`src/rtl/hack_boot_sequencer.sv`:
```
// rtl/hack_boot_sequencer.sv - Hack SoC boot/load sequencer
// Holds the CPU in reset while the host fills instruction ROM, then releases it after a timed hold.
module hack_boot_sequencer #(
  parameter int ROM_ADDR_W = 15,
  parameter int RST_CYCLES = 16
) (
  input  logic                  wb_clk_i,
  input  logic                  wb_rst_n,
  input  logic                  active,
  input  logic                  cmd_valid,
  output logic                  cmd_ready,
  input  logic [31:0]           cmd_data,
  output logic                  rom_we,
  output logic [ROM_ADDR_W-1:0] rom_addr,
  output logic [15:0]           rom_wdata,
  output logic                  cpu_rst_n,
  output logic                  running,
  output logic                  err,
  output logic [15:0]           load_count
);

  localparam int CNT_W = (RST_CYCLES < 2) ? 1 : $clog2(RST_CYCLES + 1);

  typedef enum logic [1:0] {
    ST_HALT     = 2'd0,
    ST_RST_WAIT = 2'd1,
    ST_RUN      = 2'd2
  } state_t;

  typedef enum logic [1:0] {
    OP_NOP      = 2'b00,
    OP_SET_ADDR = 2'b01,
    OP_WRITE    = 2'b10,
    OP_CTRL     = 2'b11
  } opcode_t;

  state_t                  state_q;
  logic [CNT_W-1:0]        cnt_q;
  logic [ROM_ADDR_W-1:0]   addr_ptr_q;
  logic [15:0]             load_cnt_q;
  logic                    rom_we_q;
  logic [ROM_ADDR_W-1:0]   rom_addr_q;
  logic [15:0]             rom_wdata_q;
  logic                    cpu_rst_n_q;
  logic                    running_q;
  logic                    err_q;
  logic                    xfer;
  opcode_t                 opcode;
  logic                    unused_cmd_bits;

  assign cmd_ready       = wb_rst_n & active & (state_q != ST_RST_WAIT);
  assign xfer            = cmd_valid & cmd_ready;
  assign opcode          = opcode_t'(cmd_data[31:30]);
  assign unused_cmd_bits = ^cmd_data[29:16];

  always_ff @(posedge wb_clk_i) begin
    if (!wb_rst_n) begin
      state_q     <= ST_HALT;
      cnt_q       <= '0;
      addr_ptr_q  <= '0;
      load_cnt_q  <= '0;
      rom_we_q    <= 1'b0;
      rom_addr_q  <= '0;
      rom_wdata_q <= '0;
      cpu_rst_n_q <= 1'b0;
      running_q   <= 1'b0;
      err_q       <= 1'b0;
    end else begin
      rom_we_q    <= 1'b0;
      // CPU-facing outputs follow the state one edge later
      cpu_rst_n_q <= (state_q == ST_RUN);
      running_q   <= (state_q == ST_RUN);

      if (!active) begin
        state_q <= ST_HALT;
      end else begin
        if (state_q == ST_RST_WAIT) begin
          if (cnt_q == CNT_W'(1)) begin
            state_q <= ST_RUN;
          end else begin
            cnt_q <= cnt_q - CNT_W'(1);
          end
        end

        // xfer never fires in RST_WAIT, so it cannot race the countdown above
        if (xfer) begin
          case (opcode)
            OP_NOP: begin
              err_q <= 1'b0;
            end
            OP_SET_ADDR: begin
              if (state_q == ST_HALT) begin
                addr_ptr_q <= cmd_data[ROM_ADDR_W-1:0];
                load_cnt_q <= '0;
              end else begin
                err_q <= 1'b1;
              end
            end
            OP_WRITE: begin
              if (state_q == ST_HALT) begin
                rom_we_q    <= 1'b1;
                rom_addr_q  <= addr_ptr_q;
                rom_wdata_q <= cmd_data[15:0];
                addr_ptr_q  <= addr_ptr_q + ROM_ADDR_W'(1);
                if (load_cnt_q != 16'hFFFF) begin
                  load_cnt_q <= load_cnt_q + 16'd1;
                end
              end else begin
                err_q <= 1'b1;
              end
            end
            OP_CTRL: begin
              if (cmd_data[0]) begin
                if (state_q == ST_HALT) begin
                  state_q <= ST_RST_WAIT;
                  cnt_q   <= CNT_W'(RST_CYCLES);
                end
              end else begin
                state_q <= ST_HALT;
              end
            end
            default: begin
            end
          endcase
        end
      end
    end
  end

  assign rom_we     = rom_we_q;
  assign rom_addr   = rom_addr_q;
  assign rom_wdata  = rom_wdata_q;
  assign cpu_rst_n  = cpu_rst_n_q;
  assign running    = running_q;
  assign err        = err_q;
  assign load_count = load_cnt_q;

endmodule

```
`config.mk`:
```
export PLATFORM = sky130hd
export DESIGN_NAME = hack_boot_sequencer
export DESIGN_NICKNAME = d
export VERILOG_FILES = /design/src/rtl/hack_boot_sequencer.sv
export SDC_FILE = /design/constraint.sdc
export NUM_CORES = 1
export LEC_CHECK = 0
export BUFFER_PORTS_ARGS = -buffer_cell sky130_fd_sc_hd__buf_4
export CORE_UTILIZATION = 48
export DETAILED_ROUTE_END_ITERATION = 10
export PLACE_DENSITY = 0.76
export SETUP_SLACK_MARGIN = 0.4
export SLEW_MARGIN = 5
export SYNTH_ARGS = -nofsm -noshare
export SYNTH_HDL_FRONTEND = slang
export SYNTH_SLANG_ARGS = --single-unit
```
`constraint.sdc`:
```
create_clock -name wb_clk_i -period 1.89 [get_ports wb_clk_i]
set_clock_uncertainty 0.1 [all_clocks]
set_input_delay 0.189 -clock wb_clk_i [delete_from_list [all_inputs] [get_ports wb_clk_i]]
set_output_delay 0.189 -clock wb_clk_i [all_outputs]
set_load 0.02 [all_outputs]
```
-- Word level (Yosys, flattened, before mapping)
Index checks and enable logic that the tools add are counted.
- flip-flop bits (word level): 72
- input port bits: 36
- output and inout bits: 52
- word-level logic and storage cells: 60
- add/sub/neg operators: 3
- equality and inequality tests: 12
- mux-type cells: 22
- bitwise logic cells: 3
- reduce and logical (&&, ||, !) cells: 11
- operator list (kind ; number):
    16-bit two-way mux ; 3
    16-bit case mux with 2 select lines ; 1
    15-bit two-way mux ; 2
    5-bit two-way mux ; 6
    15-bit case mux with 2 select lines ; 1
    16-bit by 1-bit adder with 16-bit output, second input constant ; 1
    16-bit inequality test, second input constant ; 1
    15-bit by 1-bit adder with 15-bit output, second input constant ; 1
    2-bit two-way mux ; 6
    4-bit AND reduction ; 3
    2-bit inequality test, second input constant ; 4
    2-bit == test, second input constant ; 3
    6-bit AND reduction ; 1
    5-bit by 1-bit == test with 1-bit output, second input constant ; 1
    5-bit AND reduction ; 1
    5-bit by 1-bit subtractor with 5-bit output, second input constant ; 1
    2-bit by 1-bit == test with 1-bit output, second input constant ; 2
    2-bit logical NOT ; 2
    2-bit nonzero test ; 2
    1-bit bitwise AND ; 3
    1-bit two-way mux ; 2
    2-bit by 1-bit inequality test with 1-bit output, second input constant ; 1
    1-bit case mux with 2 select lines ; 1
    2-bit AND reduction ; 1
    2-bit OR reduction ; 1

-- Depth between registers and ports, before layout
- word-level depth: 7
- mapped depth: 9
- mapped depth without buffers: 6

-- Worst setup path before layout
No wires, ideal clock.
- path type: register to register
- start: register load_cnt_q[0] (netlist: load_count[0])
- end: register load_cnt_q[12] (netlist: load_count[12])
- setup time: 0.070 ns
- arrival time: 1.848 ns
- required time: 1.720 ns
- slack: -0.128 ns
- cell stages (with the launch flop): 6
- path through: dfxtp_1 -> ha_1 -> clkbuf_1 -> nand3_1 -> or4_1 -> a21oi_1
- cells in the longest elaborated chain, start to end: 4
- RTL lines (element ; line ; text):
    start, declared ; 40 ; logic [15:0] load_cnt_q;
    start signal, assigned ; 106 ; load_cnt_q <= load_cnt_q + 16'd1;
    16-bit by 1-bit adder with 16-bit output ; 106 ;
    16-bit two-way mux ; 105 ; if (load_cnt_q != 16'hFFFF) begin
    16-bit two-way mux ; 100 ; if (state_q == ST_HALT) begin
    16-bit case mux with 2 select lines ; 87 ; case (opcode)
Several ways; a longest one is shown, not always the timed one. The select of a mux whose other input is x is not followed.
A chain may end at the register's enable or synchronous reset.

-- Final worst setup path
- start: register addr_ptr_q[8]
- end: register addr_ptr_q[14]
- cells in the longest elaborated chain, start to end: 3
- RTL lines (element ; line ; text):
    start, declared ; 39 ; logic [ROM_ADDR_W-1:0] addr_ptr_q;
    start signal, assigned ; 93 ; addr_ptr_q <= cmd_data[ROM_ADDR_W-1:0];
    start signal, assigned ; 104 ; addr_ptr_q <= addr_ptr_q + ROM_ADDR_W'(1);
    15-bit by 1-bit adder with 15-bit output ; 104 ;
    15-bit two-way mux ; 100 ;
    15-bit case mux with 2 select lines ; 87 ;
Every way passes these cells. The select of a mux whose other input is x is not followed.

==> results by group <==
Logic synthesis
  • Cell Area, Synth: 0.00367 mm²
  • Mapped Cells: 443
  • Post-synth EDFFs: 0
  • #FFs+latches synth: 72
  • Most used DFF post-synth: dfxtp_1
  • Post-Syn Nets: 487
  • Register area share after synthesis: 39.3%
  • Ys async rst share: 0%
  • Library cells used by synthesis: 69
  • Syn avg cell area: 8.29 µm²
  • YS warnings: 0

Route
  • Vias: 4,691
  • Drt first pass iters: 7
  • Number of nets with antenna violations after routing: 0
  • Post-Route WL: 17.7 mm
  • Routed vias/inst: 6.52
  • Drt first-iter violations: 622
  • Remaining DRCs: 0
  • Routed WL per cell: 24.6 µm

Global route
  • Tot GR Track Use: 35.8%
  • Met2 GRT Util: 62.5%
  • Gr ovfl total: 0
  • Met1 GRT Util: 39.1%
  • GR Layer Usage met3: 9.05%
  • Gr busiest metal: met2
  • Pin count of the biggest net entering global routing: 42
  • Vias in the first global route: 4,414
  • Initial antenna violation count: 0
  • First-pass GRT wire length: 21.6 mm

Cells and area
  • Final nets: 660
  • Sequential cell area: 0.00151 mm²
  • N_diodes: 0
  • Fill cell count: 277
  • Multi-input combinational cell area: 0.00286 mm²
  • Layout cell share with drive strength beyond 1: 56.8%
  • Post-layout util: 89.6%
  • Area growth from synthesis to layout: 78.9%

STA
  • Minimum clock period: 2.16 ns
  • Rel. slew slack: 55.6%
  • Crit share post-route: 114%
  • Highest Clock Rate: 464 MHz
  • Slew @ Worst Pin: 0.666 ns
  • Max-slew violations: 0
  • WHS: 0.0743 ns
  • RSZ-0062 raised after global routing: true
  • PnR worst setup slack: -0.267 ns
  • Final Hold Vio Count: 0
  • Final setup viols: 1

Critical path
  • Setup CP Type: flop to flop
  • Worst EP arrival: 2.30 ns
  • CP cell instances: nand4_1 -> o41a_1 -> o311ai_2 -> o21ai_2
  • CP top delay family: compound AO/OA/AOI/OAI gates
  • Buf+Inv Stages, Crit Path: 0
  • Max FO, Critical Path: 5
  • Slowest CP cell: o311ai_2
  • Startpoint Class: flop
  • Critical Path Sink Type: flop
  • Crit-path max cell delay: 0.60 ns
  • FF-to-FF setup slack: -0.27 ns
  • CP Data Required Time: 2.03 ns

Floorplan
  • I/O Pins: 88
  • Die X-Extent: 89.5 µm
  • Core Rows: 31
  • CORE AREA: 0.00733 mm²
  • Starting density of the core: 50.1%
  • Die Ht: 89.5 µm
  • Die footprint: 0.00800 mm²

Flow run
  • Max Cap Viol: 0

Place
  • RePlAce Congestion: 0.846
  • PortBufs: 73
  • Hpwl dp: 6.81 mm

Power and ir drop
  • Clk pwr share: 37.9%
  • Pwr Total: 3.36 mW
  • Logic pwr share: 16.2%
  • Switching Share: 32.6%
  • Internal power: 2.26 mW
  • LEAKAGE: 2.56 nW
  • Sequential power share: 45.9%
  • Sw Pwr: 1.10 mW
  • VDD IR max: 0.527 mV
  • Pwr dens: 511 mW/mm²

CTS
  • Root buf cell: clkbuf_8
  • H-tree levels: 3
  • CTS Buf Count: 9
  • Clk_lat worst skew: 0.39 ns
  • CTS tree: done
  • Clock buffer depth: 2
  • Clk slew on worst S/H paths: 0.11 ns
  • Clock sinks: 72

Hold path
  • Tightest Hold Check Type: primary input to flop

Status
  • Run status: complete, but fails checks
  • Failing checks: negative setup slack
-- worst reg2reg max path, cell delays in order (launching register included) --
cell and delay [ns]:
dfxtp_4 0.41, nand4_1 0.24, o41a_1 0.48, o311ai_2 0.60, o21ai_2 0.18
-- state kept, by name (all words and copies together) (netlist names) --
| signal | flops |
|---|---|
| addr_ptr_q | 15 |
| load_count | 16 |
| rom_addr | 15 |
| err | 1 |
| cnt_q | 5 |
| rom_wdata | 16 |
| running | 1 |
| rom_we | 1 |
| state_q | 2 |
-- placed cells by master (no fill, tap or decap), types with 8 or more instances in the layout --
cell type	Yosys	final
dlygate4sd3_1	0	17
buf_6	2	26
mux2i_1	15	15
dfxtp_4	0	13
inv_1	10	8
nand4_1	9	9
nor2_1	13	11
nand2_4	0	25
a21oi_1	45	12
nand2_2	1	12
buf_4	5	135
nand2_1	98	62
clkbuf_8	0	9
nand2b_1	12	12
a21oi_2	0	31
dfxtp_2	0	14
dfxtp_1	72	45
-- routing by layer --
| metal | part of all wire, % | wire [µm] | vias up |
|---|---|---|---|
| met5 | 0 | 0 | - |
| met4 | 7.2 | 1270 | 0 |
| met3 | 11 | 1930 | 137 |
| met2 | 48 | 8520 | 354 |
| met1 | 34 | 5980 | 2238 |
| li1 | - | - | 1962 |
-- logic make-up after synthesis --
family	share of synthesized area, %
adder cells (fa/ha/maj)	2.73
XOR/XNOR	0.239
flip-flops	39.3
multiplexers	4.09
AO/OA/AOI/OAI	21.0
buffers and inverters	5.55
AND/OR/NAND/NOR	27.1
-- layout make-up --
| class | instances | share of cell area, % |
|---|---|---|
| repair buffers | 194 | 28.0 |
| clock buffers | 9 | 1.88 |
| multi-input cells | 328 | 43.6 |
| flip-flops and latches | 72 | 22.9 |
| clock inverters | 7 | 0.933 |
| well taps | 99 | 1.88 |
| inverters | 11 | 0.743 |
-- cells in the mapped netlist (3+ instances only) --
| cell type | number | area share, % |
|---|---|---|
| a2111oi_2 | 3 | 1.2 |
| nor2_1 | 13 | 1.3 |
| nor2b_1 | 4 | 0.68 |
| mux2i_1 | 15 | 4.1 |
| buf_2 | 7 | 0.95 |
| nor4_1 | 8 | 1.4 |
| clkbuf_1 | 16 | 1.6 |
| o31ai_1 | 9 | 1.8 |
| nor3_1 | 3 | 0.41 |
| nand3_1 | 15 | 2.0 |
| o31a_1 | 4 | 0.95 |
| nand2b_1 | 12 | 2.0 |
| nand4_1 | 9 | 1.5 |
| a21oi_1 | 45 | 6.1 |
| and4_1 | 4 | 0.95 |
| buf_4 | 5 | 1.0 |
| o21a_1 | 4 | 0.82 |
| o21ai_0 | 4 | 0.55 |
| dfxtp_1 | 72 | 39 |
| nand2_1 | 98 | 10 |
| or2b_1 | 4 | 0.82 |
| ha_1 | 8 | 2.7 |
| o22ai_1 | 3 | 0.51 |
| inv_1 | 10 | 1.0 |
| a211oi_1 | 9 | 1.8 |
-- power by group through the flow --
stage | clock (mW) | combinational, mW | sequential, mW
3_3_place_gp | 0 | 0.292 | 1.58
6_report | 1.27 | 0.544 | 1.54
2_1_floorplan | 0 | 0.171 | 1.58
3_5_place_dp | 0 | 0.299 | 1.58
5_1_grt | 1.33 | 0.561 | 1.54
4_1_cts | 1.20 | 0.421 | 1.54
-- final timing paths --
path | startpoint | to | depth (start not counted)
max | addr_ptr_q[8] | addr_ptr_q[14] | 4
min | cmd_data[0] | addr_ptr_q[0] | 3
max reg2reg | addr_ptr_q[8] | addr_ptr_q[14] | 4
min reg2reg | rom_wdata[12] | rom_wdata[12] | 2
-- per-stage QoR --
stage	setup WS, ns	TNS (ns)	cells	cell area [µm²]
global placement	0.0154	0	619	4650
floorplan	0.195	0	443	3860
CTS	0.156	0	703	6060
detailed placement	-0.0524	-0.0669	619	4650
global route	-0.433	-0.433	720	6570
finish	-0.267	-0.267	720	6570
-- what timing repair did --
| item | CTS | global route |
|---|---|---|
| pin swaps | 77 | 53 |
| resized for setup | 142 | 85 |
| hold buffers | 17 | 0 |
| gates cloned | 7 | 1 |
| setup buffers | 44 | 16 |
| endpoints found under the setup margin | 71 | 71 |
| hold endpoints to repair | 17 | 0 |
No activity file was read; power rests on OpenSTA's default activity.
